[src/rtl/sbox_masking_pkg.sv]
// sbox_masking_pkg: shared constants, FSM states and share helper for the
// HPC2 d=3 Skinny S-box sequencer.
package sbox_masking_pkg;
   localparam int ORDER = 3;
   localparam int NB = 4;
   localparam int SW = NB*(ORDER+1);
   localparam int RND_W = 24;
   localparam int LATENCY = 5;
   localparam int TIMEOUT = LATENCY+3;
   localparam int CW = $clog2(TIMEOUT);
   localparam logic [31:0] LFSR_TAPS = 32'h80200003;
   localparam logic [31:0] SEED = 32'hACE12468;
   typedef enum logic [1:0] {IDLE, LAUNCH, WAIT, HOLD} state_t;
   function automatic logic [NB-1:0] share(input logic [SW-1:0] v, input int s);
      return v[NB*s +: NB];
   endfunction
endpackage

[src/rtl/sbox_fresh_lfsr.sv]
// sbox_fresh_lfsr: 32-bit Galois LFSR supplying fresh randomness, with seed
// load; a zero seed falls back to SEED so the register never locks up.
module sbox_fresh_lfsr
   import sbox_masking_pkg::*;
(
   input  logic             clk,
   input  logic             rst,
   input  logic [31:0]      seed_i,
   input  logic             seed_load_i,
   output logic [RND_W-1:0] fresh
);
   logic [31:0] st;
   always_ff @(posedge clk or posedge rst)
      if (rst) st <= SEED;
      else st <= seed_load_i ? ((seed_i == 32'h0) ? SEED : seed_i)
                             : ({1'b0, st[31:1]} ^ ({32{st[0]}} & LFSR_TAPS));
   assign fresh = st[RND_W-1:0];
endmodule

[src/rtl/sbox_hpc2_d3_sequencer.sv]
// sbox_hpc2_d3_sequencer: handshakes one masked nibble at a time into the
// clock-gated HPC2 S-box core, restarts it, and returns its output shares.
module sbox_hpc2_d3_sequencer
   import sbox_masking_pkg::*;
(
   input  logic             clk,
   input  logic             rst,
   input  logic [31:0]      seed_i,
   input  logic             seed_load_i,
   input  logic             in_valid,
   output logic             in_ready,
   input  logic [SW-1:0]    in_shares,
   output logic             core_rst,
   output logic [SW-1:0]    core_x,
   output logic [RND_W-1:0] core_fresh,
   input  logic [SW-1:0]    core_y,
   input  logic             core_synch,
   output logic             out_valid,
   input  logic             out_ready,
   output logic [SW-1:0]    out_shares,
   output logic             err
);
   state_t state, state_n;
   logic [CW-1:0] cnt;
   logic [RND_W-1:0] prng;
   logic accept, capture, expire, release_x;

   sbox_fresh_lfsr u_lfsr (
      .clk         (clk),
      .rst         (rst),
      .seed_i      (seed_i),
      .seed_load_i (seed_load_i),
      .fresh       (prng)
   );

   assign in_ready  = (state == IDLE) && !rst;
   assign accept    = (state == IDLE) && in_valid;
   assign capture   = (state == WAIT) && core_synch;
   assign expire    = (state == WAIT) && !core_synch && (cnt == CW'(TIMEOUT-1));
   assign release_x = (state == HOLD) && out_ready;

   always_ff @(posedge clk or posedge rst)
      if (rst) state <= IDLE;
      else state <= state_n;

   always_comb begin
      state_n = state;
      case (state)
         IDLE:    state_n = accept ? LAUNCH : IDLE;
         LAUNCH:  state_n = WAIT;
         WAIT:    state_n = capture ? HOLD : (expire ? IDLE : WAIT);
         HOLD:    state_n = release_x ? IDLE : HOLD;
         default: state_n = IDLE;
      endcase
   end

   // Shares and fresh bits only move on accept or release, so the core sees
   // constant operands for its whole evaluation.
   always_ff @(posedge clk or posedge rst)
      if (rst) begin
         core_rst   <= 1'b1;
         core_x     <= '0;
         core_fresh <= '0;
         out_shares <= '0;
         out_valid  <= 1'b0;
         err        <= 1'b0;
         cnt        <= '0;
      end else begin
         core_rst  <= (state_n == LAUNCH);
         out_valid <= (state_n == HOLD);
         err       <= err | expire;
         cnt       <= (state == WAIT) ? cnt + 1'b1 : '0;
         if (accept) begin
            core_x     <= in_shares;
            core_fresh <= prng;
         end else if (release_x) begin
            core_x     <= '0;
            core_fresh <= '0;
         end
         if (capture) out_shares <= core_y;
      end
endmodule
[config.mk]
export PLATFORM = sky130hd
export DESIGN_NAME = sbox_hpc2_d3_sequencer
export DESIGN_NICKNAME = d
export VERILOG_FILES = /design/src/rtl/sbox_masking_pkg.sv /design/src/rtl/sbox_fresh_lfsr.sv /design/src/rtl/sbox_hpc2_d3_sequencer.sv
export SDC_FILE = /design/constraint.sdc
export NUM_CORES = 1
export LEC_CHECK = 0
export ABC_CLOCK_PERIOD_IN_PS = 1800
export BUFFER_PORTS_ARGS = -buffer_cell sky130_fd_sc_hd__clkbuf_2
export CORE_MARGIN = 4
export CORE_UTILIZATION = 48
export CTS_CLUSTER_DIAMETER = 200
export CTS_CLUSTER_SIZE = 28
export DETAILED_ROUTE_END_ITERATION = 7
export PLACE_DENSITY_LB_ADDON = 0.3
export SYNTH_ARGS = -nofsm -noshare
export SYNTH_HDL_FRONTEND = slang
export SYNTH_HIERARCHICAL = 1
export SYNTH_SLANG_ARGS = --single-unit
[constraint.sdc]
create_clock -name clk -period 1.8 [get_ports clk]
set_clock_uncertainty 0.2 [all_clocks]
set_input_delay 0.09 -clock clk [delete_from_list [all_inputs] [get_ports clk]]
set_output_delay 0.09 -clock clk [all_outputs]
set_load 0.05 [all_outputs]
==> flow_metrics.tcl <==
set metrics [dict create \
    status "complete, no violations" \
    dp_cells 638 \
    layout.nets 663 \
    dieWidth_um 107 \
    syn_inst 423 \
    cp.required_ps 1880 \
    grt_max_degree 42 \
    cp.arrival_ps 1830 \
    report.final.setup_viol 0 \
    gp_congestion 0.792 \
    fillCellCount 693 \
    drc 0 \
    core-area_mm2 0.00942 \
    ioPinCount 130 \
    wl_met3_um 884 \
    yosys_warnings 6 \
    setup-tns-final_ps 0 \
    ys_types 36 \
    highest_layer "met4" \
    antenna_found_initial 0 \
    drive_gt1_share_pct 38.6 \
    dp_hpwl_um 7320 \
    cts_buffers 9 \
    min_period_over_period_pct 97.2 \
    finalPower_uw 10300 \
    relSlewSlack_pct 62.6 \
    yosysSeqAreaShare_pct 51.1 \
    die_h_um 107 \
    clock_latency_ps 350 \
    diodes 0 \
    cap_viol_max_count 0 \
    critPathMaxFanout 13 \
    syn_avg_cell_area_um2 11.2 \
    post_cts_buffers 0 \
    start_kind "primary input" \
    max_clock_freq_mhz 571 \
    start_util_pct 50.3 \
    clk_pin_slew_ps 90 \
    instances_no_fill 725 \
    rsz0062_at_grt "false" \
    totalWireLength_um 12000 \
    ys_seq_elements 96 \
    ys_async_sr_fraction_pct 100 \
    ant_nets 0 \
    area_growth_pct 31.5 \
    cts_tree "done" \
    wl_met1_um 5100 \
    wl_per_cell_um 16.5 \
    grt_pass1_wl_um 19400 \
    hp-class "in -> reg" \
    grt_overflow_total 0 \
    whs_ps 93.0 \
    fin_crit_ps 1750 \
    first_pass_iters 8 \
    clock-sinks 96 \
    cellPowerDensity_mw_per_mm2 1650 \
    die_area_mm2 0.0115 \
    postSynthNetCount 495 \
    via_per_inst 5.17 \
    cts_buffer_depth 2 \
    io_buffers 129 \
    cts_max_level 3 \
    synth_ff_type "dfrtp_1" \
    grt_pass1_vias 3819 \
    synth_area_mm2 0.00474 \
    clockRootBuffer "clkbuf_8" \
    drtIter0Drc 417 \
    dr_wl_met2_um 5810 \
    ir_worst_vdd_uv 835 \
    end_kind "flop" \
    path_class "in -> reg" \
    synth_edf_count 0 \
    final_hold_viol_count 0 \
    placementRows 35 \
    worst_pin_slew_ps 560 \
    vias 3748 \
    slew_viol_final 0 \
    total_leakage_power_uw 0.00318 \
    grtUsageTotal_pct 21.2 \
]
[sequential cells by signal, indices dropped and copies added (netlist names)]
signal	flops
out_valid	1
core_rst	1
u_lfsr/st	32
core_fresh	24
err	1
core_x	16
state	2
cnt	3
out_shares	16
[power by group]
part | switching, µW | internal (µW) | leakage, µW
logic | 3680 | 1840 | 0.00195
clock network | 720 | 538 | 0.0000853
registers | 555 | 2940 | 0.00115
[critical path, cell delays in order]
cell and delay [ps]:
dlygate4sd3_1 550, clkbuf_2 130, nor4_1 340, nand4_1 180, or2_4 330, a31oi_1 200
[worst paths after layout]
path	start	endpoint	slack, ps	depth (start not counted)
max	seed_i[10]	u_lfsr/st[26]	50	6
min	out_ready	core_x[3]	90	3
max reg2reg	state[1]	core_fresh[17]	170	2
min reg2reg	err	err	270	1
max in group asynchronous	rst	core_fresh[19]	650	4
min in group asynchronous	rst	out_shares[13]	150	3
[cells by family (layout without fill, tap and decap cells)]
kind of cell,count (synthesis),after routing,share of synthesized area [%]
AOI/OAI and AO/OA,99,99,19.5
xor gates and xnor gates,3,3,0.555
adders and majority gates,2,2,0.528
buffers and inverters,150,323,15.2
DFF,96,96,51.1
muxes,34,34,8.06
and+or+nand+nor,39,39,5.02
[timing repair]
action / in CTS / in global routing
hold buffers: 71 / 0
setup endpoints to repair: 1 / 3
resized for setup: 1 / 4
hold endpoints to repair: 159 / 0
[cell usage in the layout (no fill, tap or decap), types with 3 or more instances in the layout]
| cell type | synthesis | layout |
|---|---|---|
| buf_12 | 0 | 4 |
| dlygate4sd3_1 | 0 | 71 |
| inv_1 | 96 | 95 |
| a21bo_2 | 17 | 17 |
| nor4_1 | 7 | 6 |
| clkinvlp_4 | 0 | 3 |
| clkbuf_2 | 0 | 127 |
| a21bo_1 | 23 | 23 |
| buf_4 | 24 | 8 |
| mux2_2 | 33 | 33 |
| a222oi_1 | 40 | 40 |
| nand2b_1 | 3 | 3 |
| clkbuf_8 | 0 | 10 |
| nand2_1 | 4 | 4 |
| a31oi_1 | 13 | 13 |
| dfstp_2 | 14 | 14 |
| dfrtp_1 | 82 | 80 |
| nor2_1 | 13 | 13 |
[final cells by class]
| class | instances | area, µm² | share of cell area [%] |
|---|---|---|---|
| multi-input combinational | 177 | 1610 | 25.9 |
| sequential | 96 | 2420 | 38.9 |
| tap | 129 | 161 | 2.59 |
| clock inverter | 5 | 33.8 | 0.543 |
| timing repair buffer | 211 | 1490 | 24.0 |
| inverter | 96 | 364 | 5.85 |
| clock buffer | 11 | 141 | 2.27 |
[cell usage after synthesis, drive strengths merged (2+ instances only)]
library cell,n,share of area (%)
buf,48,7.2
clkbuf,6,0.48
xnor2,2,0.37
dfrtp,82,43
mux2,33,7.8
a21bo,40,8.5
a31oi,13,1.7
dfstp,14,7.8
nor4,8,1.2
o21ai,2,0.21
nor2,13,1.0
a222oi,40,8.5
nand2b,4,0.69
nand2,4,0.32
inv,96,7.6
nand4,2,0.26
and2,2,0.26
ha,2,0.53
[layer usage]
layer	GRT usage [%]	vias up
met3	4.98	18
met1	28.0	1789
li1	-	1770
met4	7.12	0
met2	34.5	171
met5	0	-
[metrics by stage]
step           instance area (µm²)  worst slack, ps  util [%]
5_1_grt                       6230             8.01      66.1
3_5_place_dp                  5330              210      56.6
3_3_place_gp                  5330              236      56.6
6_report                      6230             50.1      66.1
2_1_floorplan                 4740             71.8         -
4_1_cts                       6220             25.7      66.0
Power figures use the tool's default switching activity.
